<file path="src/rtl/uart_pkg.sv">
// Shared UART definitions: data width, receive FIFO default depth and the status
// word layout that the bus interface status register reuses.
package uart_pkg;

    localparam int UART_DATA_W   = 8;
    localparam int RX_FIFO_DEPTH = 8;
    localparam int RX_FIFO_CNT_W = $clog2(RX_FIFO_DEPTH + 1);

    typedef struct packed {
        logic                     empty;
        logic                     full;
        logic                     overrun;
        logic [RX_FIFO_CNT_W-1:0] count;
    } fifo_status_t;

    function automatic logic is_rising(input logic lvl, input logic lvl_q);
        return lvl & ~lvl_q;
    endfunction

endpackage

</file>
<file path="src/rtl/rx_rdy_edge.sv">
// Rising-edge detector on a data-ready level. The history register resets to 1 so
// a level held high across reset never produces a pulse.
module rx_rdy_edge
    import uart_pkg::*;
(
    input  logic clk,
    input  logic reset,
    input  logic i_lvl,
    output logic o_pulse
);

    logic r_lvl_q;

    // Previous-cycle copy of the level
    always_ff @(posedge clk) begin
        if (reset) begin
            r_lvl_q <= 1'b1;
        end else begin
            r_lvl_q <= i_lvl;
        end
    end

    assign o_pulse = is_rising(i_lvl, r_lvl_q);

endmodule

</file>
<file path="src/rtl/rx_byte_fifo.sv">
// Receive byte FIFO, first-word-fall-through, with sticky overrun.
// Define RX_FIFO_THRESH_IRQ_EN to add the fill-level interrupt output thresh_irq.
module rx_byte_fifo
    import uart_pkg::*;
#(
    parameter int DEPTH  = RX_FIFO_DEPTH,
    parameter int DATA_W = UART_DATA_W
`ifdef RX_FIFO_THRESH_IRQ_EN
    ,
    parameter int THRESH = 4
`endif
) (
    input  logic                       clk,
    input  logic                       reset,
    input  logic [DATA_W-1:0]          rx_data,
    input  logic                       rx_rdy,
    input  logic                       rd_en,
    output logic [DATA_W-1:0]          rd_data,
    output logic                       empty,
    output logic                       full,
    output logic [$clog2(DEPTH+1)-1:0] count,
    output logic                       overrun,
    input  logic                       clr_overrun
`ifdef RX_FIFO_THRESH_IRQ_EN
    ,
    output logic                       thresh_irq
`endif
);

    localparam int PTR_W = $clog2(DEPTH);
    localparam int CNT_W = $clog2(DEPTH + 1);
    localparam logic [PTR_W-1:0] PTR_ONE  = {{(PTR_W-1){1'b0}}, 1'b1};
    localparam logic [CNT_W-1:0] CNT_ONE  = {{(CNT_W-1){1'b0}}, 1'b1};
    localparam logic [CNT_W-1:0] CNT_ZERO = {CNT_W{1'b0}};
    localparam logic [CNT_W-1:0] CNT_FULL = CNT_W'(DEPTH);

    logic [DATA_W-1:0] r_mem [DEPTH];
    logic [PTR_W-1:0]  r_wr_ptr;
    logic [PTR_W-1:0]  r_rd_ptr;
    logic [CNT_W-1:0]  r_count;
    logic              r_overrun;
    logic [CNT_W-1:0]  w_count_next;
    logic              w_push;
    logic              w_pop;
    logic              w_accept;
    logic              w_drop;

    rx_rdy_edge u_rdy_edge (
        .clk     (clk),
        .reset   (reset),
        .i_lvl   (rx_rdy),
        .o_pulse (w_push)
    );

    assign empty    = (r_count == CNT_ZERO);
    assign full     = (r_count == CNT_FULL);
    assign w_pop    = rd_en & ~empty;
    // A pop in the same cycle frees the slot, so a push at full is still accepted
    assign w_accept = w_push & (~full | w_pop);
    assign w_drop   = w_push & full & ~w_pop;

    // Next occupancy from accepted push and effective pop
    always_comb begin
        w_count_next = r_count;
        case ({w_accept, w_pop})
            2'b10:   w_count_next = r_count + CNT_ONE;
            2'b01:   w_count_next = r_count - CNT_ONE;
            default: w_count_next = r_count;
        endcase
    end

    // Pointers, occupancy and sticky overrun
    always_ff @(posedge clk) begin
        if (reset) begin
            r_wr_ptr  <= {PTR_W{1'b0}};
            r_rd_ptr  <= {PTR_W{1'b0}};
            r_count   <= CNT_ZERO;
            r_overrun <= 1'b0;
        end else begin
            if (w_accept) begin
                r_wr_ptr <= r_wr_ptr + PTR_ONE;
            end
            if (w_pop) begin
                r_rd_ptr <= r_rd_ptr + PTR_ONE;
            end
            r_count <= w_count_next;
            if (w_drop) begin
                r_overrun <= 1'b1;
            end else if (clr_overrun) begin
                r_overrun <= 1'b0;
            end
        end
    end

    // Storage write; contents are deliberately left unreset
    always_ff @(posedge clk) begin
        if (w_accept && !reset) begin
            r_mem[r_wr_ptr] <= rx_data;
        end
    end

    assign rd_data = r_mem[r_rd_ptr];
    assign count   = r_count;
    assign overrun = r_overrun;

`ifdef RX_FIFO_THRESH_IRQ_EN
    localparam logic [CNT_W-1:0] CNT_THRESH = CNT_W'(THRESH);
    logic r_thresh_irq;

    // Registered from the next count so it rises together with count
    always_ff @(posedge clk) begin
        if (reset) begin
            r_thresh_irq <= 1'b0;
        end else begin
            r_thresh_irq <= (w_count_next >= CNT_THRESH);
        end
    end

    assign thresh_irq = r_thresh_irq;
`endif

endmodule

</file>
<file path="config.mk">
export PLATFORM = sky130hd
export DESIGN_NAME = rx_byte_fifo
export DESIGN_NICKNAME = d
export VERILOG_FILES = /design/src/rtl/uart_pkg.sv /design/src/rtl/rx_rdy_edge.sv /design/src/rtl/rx_byte_fifo.sv
export SDC_FILE = /design/constraint.sdc
export NUM_CORES = 1
export LEC_CHECK = 0
export ABC_CLOCK_PERIOD_IN_PS = 3100
export CORE_ASPECT_RATIO = 0.75
export CORE_UTILIZATION = 45
export DETAILED_ROUTE_END_ITERATION = 8
export PLACE_DENSITY_LB_ADDON = 0.3
export SYNTH_ARGS = -nofsm -noshare
export SYNTH_HDL_FRONTEND = slang
export SYNTH_SLANG_ARGS = --single-unit
</file>
<file path="constraint.sdc">
create_clock -name clk -period 3.1 [get_ports clk]
set_input_delay 0.62 -clock clk [delete_from_list [all_inputs] [get_ports clk]]
set_output_delay 0.62 -clock clk [all_outputs]
set_load 0.005 [all_outputs]
</file>
==> summary.md <==
| Metric | Value |
|---|---|
| Worst Setup Path Type | `flop to output port` |
| First-pass GRT wire length | `9040 microns` |
| Area Overhead vs Synth | `19.9%` |
| Sink Count | `79` |
| Initial Util | `46.4%` |
| Worst EP arrival | `2210 ps` |
| Status | `completed` |
| H-Tree Depth | `3` |
| Crit path largest cell delay | `550 ps` |
| Crit Path Max Fanout | `12` |
| Final min period | `2830 ps` |
| VDD IR-drop max | `0.303 mV` |
| Leak pwr | `1.26 nW` |
| CTS Hold Bufs | `0` |
| Hold_sp | `r_wr_ptr[0]$_SDFFE_PP0P_` |
| Fin. max-slew vios | `0` |
| Sequential area share after synthesis | `70.4%` |
| Drt drc | `0` |
| 1st-iter DRT viols | `134` |
| Worst-path clk slew | `80 ps` |
| Chip width | `98.7 microns` |
| Die area | `0.00736 sq mm` |
| Max-cap violation count | `0` |
| Top Ports | `28` |
| Ant. Diodes | `0` |
| Clock Skews | `6.99 ps` |
| Crit-path cells | `buf_4 > mux4_2 > mux2_2 > clkdlybuf4s50_1` |
| Syn Inst Count | `176` |
| DP Wirelength | `3620 microns` |
| Clk network pwr share | `27.9%` |
| Asr flop ratio synth | `0%` |
| Root buffer cell | `clkbuf_8` |
| CP max-delay cell | `mux4_2` |
| Gr ovfl total | `0` |
| Via count of the first global-routing pass | `1,706` |
| Worst R2R Setup Slack | `500 ps` |
| Worst slew margin | `66.9%` |
| RD Place Congestion | `0.736` |
| Worst Hold Endpoint | `r_wr_ptr[0]$_SDFFE_PP0P_` |
| Worst Hold Depth | `2` |
| Num CTS Buffers | `9` |
| Via density | `5.24` |
| Hold Path Class | `flop to flop` |
| Ys flop type | `edfxtp_1` |
| Register-to-Register Path Depth | `9` |
| Cell variety after synth | `32` |
| Setup TNS | `0 ps` |
| Syn avg cell area | `17.9 sq um` |
| Warnings, synthesis | `0` |
| Clk buf depth | `2` |
| Die Span Y | `74.5 microns` |
| Combinational share of power | `24.1%` |
| F_max | `354 MHz` |
| Synthesized cell area | `0.00316 sq mm` |
| Final worst-path cycle share | `91.2%` |
| FF-to-FF Start | `count[1]$_SDFFE_PP0P_` |
| Final Core Density | `55.7%` |
| Post-route antenna net violation count | `0` |
| Syn nets | `194` |
| Startpoint types | `flop` |
| Total wire length | `5590 microns` |
| Vias post-DR | `1,625` |
| CTS tree | `done` |
| Hold Vio Cnt, Final | `0` |
| GRT Util Overall | `17.4%` |
| Core box area | `0.00680 sq mm` |
| RSZ-0062 raised after global routing | `false` |
| Gates resized, CTS repair | `0` |
| Worst-Skew Late Latency | `330 ps` |
| Worst Tran Pin Value | `496 ps` |
| CP endpoint kind | `output port` |
| Net Switching | `0.640 mW` |
| Pre-antenna DRT Iters | `4` |
| FF-to-FF End | `count[2]$_SDFFE_PP0P_` |
| Post-CTS Setup Inserts | `0` |
| Nets | `239` |
| Switching Fraction | `24.9%` |
| Largest net degree at the start of global routing | `18` |
| Routed WL per cell | `18.0 microns` |
| Reg power frac | `48.0%` |
| Antenna violations before repair | `0` |
| Power Density | `679 mW/mm^2` |
| Power Internal | `1.93 mW` |
| CP required | `2480 ps` |
| EDFF count, synth | `64` |
| Core Rows | `26` |
| Seq cells post-synth | `79` |
| Port Buffer Count | `27` |
| Final setup fails | `0` |
| Layout cell share with drive strength beyond 1 | `26.1%` |
[cells by family after synthesis]
logic type | Yosys count | synth area share, %
mux | 29 | 15.9
xor+xnor | 5 | 1.39
simple gates | 38 | 6.34
fa+ha+maj | 5 | 1.98
buf+inv | 9 | 1.51
compound gates | 11 | 2.50
flops | 79 | 70.4
[critical path: cells and delay by family, from the launching register on]
kind | cells | cell delay (ps)
multiplexers | 2 | 820
buffers and inverters | 2 | 710
flip-flops | 1 | 340
[cell usage in the layout (no fill, tap or decap), types with 4 or more instances in the layout]
master | synthesis | routed
a21oi_1 | 6 | 6
clkbuf_8 | 0 | 9
clkdlybuf4s50_1 | 0 | 27
dfxtp_1 | 15 | 15
mux2i_1 | 4 | 4
xor2_1 | 4 | 4
ha_1 | 5 | 5
buf_4 | 1 | 14
nor3_1 | 4 | 4
edfxtp_1 | 64 | 64
mux2_2 | 9 | 9
mux4_2 | 16 | 16
nor2_1 | 16 | 16
[how the worst max path moves through the flow]
stage | from | end | slack, ps | cells after the start
CTS | flop | rd_data[2] | 240 | 4
floorplan | count[1]$_SDFFE_PP0P_ | count[2]$_SDFFE_PP0P_ | 660 | 10
global route | flop | rd_data[2] | 160 | 4
detailed placement | rx_rdy | count[2]$_SDFFE_PP0P_ | 160 | 10
finish | flop | rd_data[2] | 270 | 4
global placement | rx_rdy | count[2]$_SDFFE_PP0P_ | 250 | 10
[stage by stage]
stage | power [mW] | instance area (sq um) | instances | setup WS, ps | hold slack, ps
floorplan | 1.66 | 3160 | 176 | 663 | 462
CTS | 2.60 | 3790 | 310 | 235 | 505
global placement | 1.88 | 3600 | 294 | 246 | 488
global route | 2.70 | 3790 | 310 | 161 | 540
finish | 2.57 | 3790 | 310 | 273 | 501
detailed placement | 1.88 | 3600 | 294 | 165 | 494
[state kept, by name, summed over array words and instances, names as in the netlist, named ones only]
signal / flops
r_mem: 64
r_rd_ptr: 3
r_wr_ptr: 3
count: 4
overrun: 1
u_rdy_edge.r_lvl_q: 1
[power by group through the flow]
| stage | sequential [mW] | combinational (mW) | clock [mW] |
|---|---|---|---|
| floorplan | 1.24 | 0.420 | 0 |
| global placement | 1.26 | 0.619 | 0 |
| detailed placement | 1.26 | 0.626 | 0 |
| CTS | 1.23 | 0.630 | 0.739 |
| global route | 1.24 | 0.676 | 0.783 |
| finish | 1.23 | 0.619 | 0.717 |
[cell type report]
cell class              count  area, sq um
inverters                   2         7.51
repair buffers             41          375
well taps                  84          105
flip-flops and latches     79         2220
multi-input cells          88          887
clock inverters             6         61.3
clock buffers              10          128
fillers                   541         3010
[synthesized netlist by cell type, drive strengths merged (3+ instances only)]
| master | n | area [sq um] |
|---|---|---|
| a21oi | 6 | 30.0 |
| buf | 6 | 36.3 |
| dfxtp | 15 | 300 |
| edfxtp | 64 | 1920 |
| ha | 5 | 62.6 |
| mux2 | 9 | 101 |
| mux2i | 4 | 40.0 |
| mux4 | 16 | 360 |
| nand2 | 3 | 11.3 |
| nor2 | 16 | 60.1 |
| nor2b | 3 | 18.8 |
| nor3 | 4 | 20.0 |
| or2 | 3 | 18.8 |
| xor2 | 4 | 35.0 |
[metal layers]
layer	vias up	track usage (%)	share of wire (%)
met5	-	0	0
met4	0	4.98	0.27
met3	2	4.61	5.2
met2	41	29.1	47
met1	806	23.0	47
li1	776	-	-
(Power assumes the default switching activity.)
==> patch 1 (same settings) <==
The option `RX_FIFO_THRESH_IRQ_EN` is turned on by a define.
--- a/src/rtl/rx_byte_fifo.sv
+++ b/src/rtl/rx_byte_fifo.sv
@@ -1,5 +1,7 @@
 // Receive byte FIFO, first-word-fall-through, with sticky overrun.
 // Define RX_FIFO_THRESH_IRQ_EN to add the fill-level interrupt output thresh_irq.
+`define RX_FIFO_THRESH_IRQ_EN
+
 module rx_byte_fifo
     import uart_pkg::*;
 #(
Check against the original RTL (old outputs only; new: thresh_irq): equivalent (Yosys induction, for registers that start in step).
==> patch 1 against the original RTL <==
Wire length grew 4.6%; synthesized area rose by 3.6%; sequential share of layout area shrank 2.9 points; final area up 6.1%; combinational power rose by 3.7%; sequential cell count grew 1; synthesized cell count increased by 18%; fmax fell by 1.0%; worst setup slack got worse by 0.029 ns; total power is 8.8% higher; register-to-register slack better by 0.32 ns.
==> patch 1: results (changes against the original RTL) <==
* GR met1 Demand/Resource at 0.231 (was 0.230)
* Routed wl met2 at 2760 um (was 2650 um)
* Met2 Track Usage GR at 0.269 (was 0.291)
* Drt initial violations at 111 (was 134)
* Peak supply drop at 0.360 mV (was 0.303 mV)
* Share of layout cells above drive strength 1 at 0.235 (was 0.261)
* WL met3 at 417 um (was 292 um)
* Flops & latches, synth at 80 (was 79)
* GR Util met3 at 0.0606 (was 0.0461)
* Dpl cells at 342 (was 294)
* Pre-antenna DRT Iters at 5 (was 4)
* Status: finished clean (unchanged)
* Routed wire length at 5850 um (was 5590 um)
* Switching Share at 0.245 (was 0.249)
* Clock share of power at 0.323 (was 0.279)
* HP Start: overrun (was r_wr_ptr[0])
* Synth Area in XOR/XNOR at 0.0187 (was 0.0139)
* Clock Skew at 0.00838 ns (was 0.00699 ns)
* Setup slack, reg-to-reg at 0.82 ns (was 0.50 ns)
* Synth cell types at 37 (was 32)
* Relative slew slack at 0.671 (was 0.669)
* Final std cells w/o fill at 358 (was 310)
* Nets at 271 (was 239)
* Port bufs at 28 (was 27)
* Routed vias at 1899 (was 1625)
* Cells after synthesis at 207 (was 176)
* Largest net degree at the start of global routing at 17 (was 18)
* Vias in the first global route at 1770 (was 1706)
* Number of fill cells at 562 (was 541)
* Commonest cells in the netlist: edfxtp_1 (64), nor2_1 (20), dfxtp_1 (16), mux4_2 (16), nand2_1 (15) (was edfxtp_1 (64), mux4_2 (16), nor2_1 (16))
* Hpwl dp at 3940 um (was 3620 um)
* Synth top area cells: edfxtp_1 (59%), mux4_2 (11%), dfxtp_1 (9.8%), mux2_2 (2.8%), nor2_1 (2.3%) (was edfxtp_1 (61%), mux4_2 (11%), dfxtp_1 (9.5%), mux2_2 (3.2%), ha_1 (2.0%))
* Clock transition at path regs at 0.08 ns (about the same)
* Logic pwr share at 0.230 (was 0.241)
* DP Worst Slack at 0.370 ns (was 0.165 ns)
* Synth Net Count at 223 (was 194)
* Worst r2r dst: thresh_irq (was count[2])
* Synth Area in Adders at 0.0115 (was 0.0198)
* Final GP Congestion at 0.804 (was 0.736)
* Hold path endpoint: overrun (was r_wr_ptr[0])
* Post-synthesis compound-gate area fraction at 0.0279 (was 0.0250)
* Wl on met1 at 2610 um (was 2630 um)
* Tot GR Track Use at 0.174 (about the same)
* Mux contribution to synthesized area at 0.147 (was 0.159)
* Register area share after synthesis at 0.686 (was 0.704)
* P_leak at 1.36 nW (was 1.26 nW)
* Crit path DAT at 2.24 ns (was 2.21 ns)
* Global-route wire length before repair at 9240 um (was 9040 um)
patch 1: changes by cell type after synthesis, sizes merged, moves of 3 or more:
cell / delta
nor2: +4
nand3: +5
xnor2: +3
clkbuf: +4
nand2: +12
nor3: +3
patch 1: layout make-up:
class / instances / area [sq um] / area share
clock buffers: 9 / 124 / 0.0308
clock inverters: 7 / 118 / 0.0293
inverters: 2 / 7.51 / 0.00187
multi-input cells: 114 / 973 / 0.242
flip-flops and latches: 80 / 2240 / 0.558
well taps: 98 / 123 / 0.0305
repair buffers: 48 / 430 / 0.107
patch 1: how the worst max path moves through the flow:
stage / slack [ns] / from / to / cells after the start
finish: 0.24 / flip-flop / rd_data[3] / 4
global route: 0.11 / flip-flop / rd_data[3] / 4
CTS: 0.18 / flip-flop / rd_data[3] / 4
detailed placement: 0.37 / rx_rdy / thresh_irq / 9
global placement: 0.39 / rx_rdy / thresh_irq / 9
floorplan: 0.88 / flip-flop / rd_data[0] / 4
patch 1: worst max-delay path, cell delays in order, from the launching register on:
cell	delay [ns]
dfxtp_1	0.31
buf_4	0.30
mux4_2	0.57
mux2_2	0.28
clkdlybuf4s50_1	0.44
patch 1: through the flow:
step	util	power [mW]	hold slack, ns	instance area, sq um
2_1_floorplan	-	1.69	0.454	3270
3_3_place_gp	0.545	1.91	0.470	3780
3_5_place_dp	0.545	1.93	0.485	3780
4_1_cts	0.580	2.83	0.504	4020
5_1_grt	0.580	2.93	0.547	4020
6_report	0.580	2.80	0.499	4020
patch 1: cell families (layout without fill, tap and decap cells):
logic type | count (synthesis) | in the layout
compound gates | 14 | 14
xor+xnor | 7 | 7
fa+ha+maj | 3 | 3
buf+inv | 13 | 66
flops | 80 | 80
mux | 27 | 27
simple gates | 63 | 63
==> patch 2 (config.mk and constraints unchanged) <==
Without the edit above. Put one more register stage on the output `count`, without a reset. The value now appears one clock later. The other outputs are not delayed to match. Comments in the files are not updated.
--- a/src/rtl/rx_byte_fifo.sv
+++ b/src/rtl/rx_byte_fifo.sv
@@ -100,7 +100,9 @@
     end
 
     assign rd_data = r_mem[r_rd_ptr];
-    assign count   = r_count;
+    always_ff @(posedge clk) begin
+        count <= r_count;
+    end
     assign overrun = r_overrun;
 
 `ifdef RX_FIFO_THRESH_IRQ_EN
Behaviour: not the same (Yosys sat finds a counterexample within 4 cycles, from zero or initial values and one cycle with reset high).
==> patch 2 against the original RTL <==
Wire length up 0.47%; sequential cell count up 4; synthesized area up 2.4%; die area up 2.3%; total power up 2.3%; final area up 3.2%; worst setup slack worse by 0.031 ns; critical path type unchanged.
==> patch 2: results (changes against the original RTL) <==
* Status: finished clean (unchanged)
* Port bufs at 27 (unchanged)
* Worst Hold Depth at 0 (was 2)
* Hpwl dp at 3740 um (was 3620 um)
* Register area share after synthesis at 0.712 (was 0.704)
* Total CTS buffers at 9 (unchanged)
* R2R depth at 9 (unchanged)
* Relative slew slack at 0.676 (was 0.669)
* Synth warn at 0 (unchanged)
* Sw Pwr at 0.648 mW (was 0.640 mW)
* Setup slack, reg-to-reg at 0.50 ns (about the same)
* RR Startpoint: r_count[0] (was count[1])
* Largest net degree at the start of global routing at 18 (unchanged)
* Synth Net Count at 198 (was 194)
* Ant. Diodes at 0 (unchanged)
* Biggest regs: r_mem (64), count (4), r_count (4)
* Clk_lat worst skew at 0.35 ns (was 0.33 ns)
* Dpl cells at 315 (was 294)
* Routed vias at 1685 (was 1625)
* Mux contribution to synthesized area at 0.155 (was 0.159)
* Slowest-stage cell, CP: mux4_2 (unchanged)
* Nets at 246 (was 239)
* Synth Area in XOR/XNOR at 0.0136 (was 0.0139)
* Share of layout cells above drive strength 1 at 0.270 (was 0.261)
* P_leak at 1.31 nW (was 1.26 nW)
* HP Start: r_count[3] (was r_wr_ptr[0])
* Worst r2r dst: r_count[2] (was count[2])
* Crit path DAT at 2.24 ns (was 2.21 ns)
* Clock transition at path regs at 0.08 ns (about the same)
* Tot GR Track Use at 0.168 (was 0.174)
* Crit-path max FO at 6 (was 12)
* Asr flop ratio synth at 0 (unchanged)
* Cells after synthesis at 180 (was 176)
* Drt initial violations at 166 (was 134)
* CTS Root Cell: clkbuf_8 (unchanged)
* Number of fill cells at 536 (was 541)
* CP max stage delay at 0.52 ns (was 0.55 ns)
* Synth Area in Adders at 0.0194 (was 0.0198)
* Vias/cell at 5.09 (was 5.24)
* Post-CTS Setup Inserts at 0 (unchanged)
* Synth cell types at 32 (unchanged)
* Startpoint Class: flip-flop (unchanged)
* Max clock buf depth at 2 (unchanged)
* Routed WL per cell at 17.0 um (was 18.0 um)
* Hold Crit Class: flip-flop to flip-flop (unchanged)
* Final GP Congestion at 0.717 (was 0.736)
* Peak supply drop at 0.279 mV (was 0.303 mV)
* Gr ovfl total at 0 (unchanged)
* Synth top area cells: edfxtp_1 (59%), dfxtp_1 (12%), mux4_2 (11%), mux2_2 (3.1%), nor2_1 (2.0%) (was edfxtp_1 (61%), mux4_2 (11%), dfxtp_1 (9.5%), mux2_2 (3.2%), ha_1 (2.0%))
* Commonest cells in the netlist: edfxtp_1 (64), dfxtp_1 (19), nor2_1 (17) (was edfxtp_1 (64), mux4_2 (16), nor2_1 (16))
* Global-route wire length before repair at 8740 um (was 9040 um)
* Post-synthesis compound-gate area fraction at 0.0252 (was 0.0250)
* Hold path endpoint: count[3] (was r_wr_ptr[0])
* Pre-antenna DRT Iters at 4 (unchanged)
* Top-count cell post-synth: edfxtp_1 (unchanged)
* Clock Skew at 0.00718 ns (was 0.00699 ns)
* Antenna violations before repair at 0 (unchanged)
patch 2: how the worst max path moves through the flow:
stage	endpoint	cells after the start
floorplan	r_count[2]	10
global placement	r_count[2]	10
detailed placement	r_count[2]	10
CTS	rd_data[1]	4
global route	rd_data[3]	4
finish	rd_data[2]	4
patch 2: per-stage QoR:
step | worst slack [ns] | hold WS [ns] | power (mW) | cell area [sq um]
global route | 0.119 | 0.430 | 2.75 | 3910
finish | 0.242 | 0.411 | 2.63 | 3910
global placement | 0.267 | 0.404 | 1.89 | 3710
CTS | 0.0508 | 0.415 | 2.66 | 3910
detailed placement | 0.165 | 0.408 | 1.90 | 3710
floorplan | 0.707 | 0.351 | 1.68 | 3230
patch 2: cells by family after synthesis:
logic type / after synthesis
buf+inv: 9
mux: 29
compound gates: 11
simple gates: 38
fa+ha+maj: 5
flops: 83
xor+xnor: 5
patch 2: cell type report:
cell class	instances	area [sq um]	share of cell area
Sequential cell	83	2300	0.589
Multi-Input combinational cell	88	880	0.225
Timing Repair Buffer	44	398	0.102
Clock buffer	9	124	0.0317
Tap cell	98	123	0.0314
Clock inverter	7	72.6	0.0186
Inverter	2	7.51	0.00192
patch 2: worst max-delay path, delay by kind of cell (launching register included):
family / cells / cell delay, ns
muxes: 2 / 0.81
buffers and inverters: 2 / 0.66
DFF: 1 / 0.42
patch 2: routing by layer:
| layer | vias to the layer above | global-route usage | share of wire |
|---|---|---|---|
| met3 | 8 | 0.0642 | 0.047 |
| li1 | 797 | - | - |
| met4 | 0 | 0.0719 | 0.015 |
| met5 | - | 0 | 0 |
| met2 | 38 | 0.251 | 0.47 |
| met1 | 842 | 0.223 | 0.47 |
patch 2: power by group through the flow:
stage               clock network, mW  registers [mW]  logic, mW
floorplan                           0            1.30      0.387
global placement                    0            1.31      0.578
detailed placement                  0            1.32      0.587
CTS                             0.779            1.29      0.591
global route                    0.820            1.30      0.632
finish                          0.760            1.29      0.578
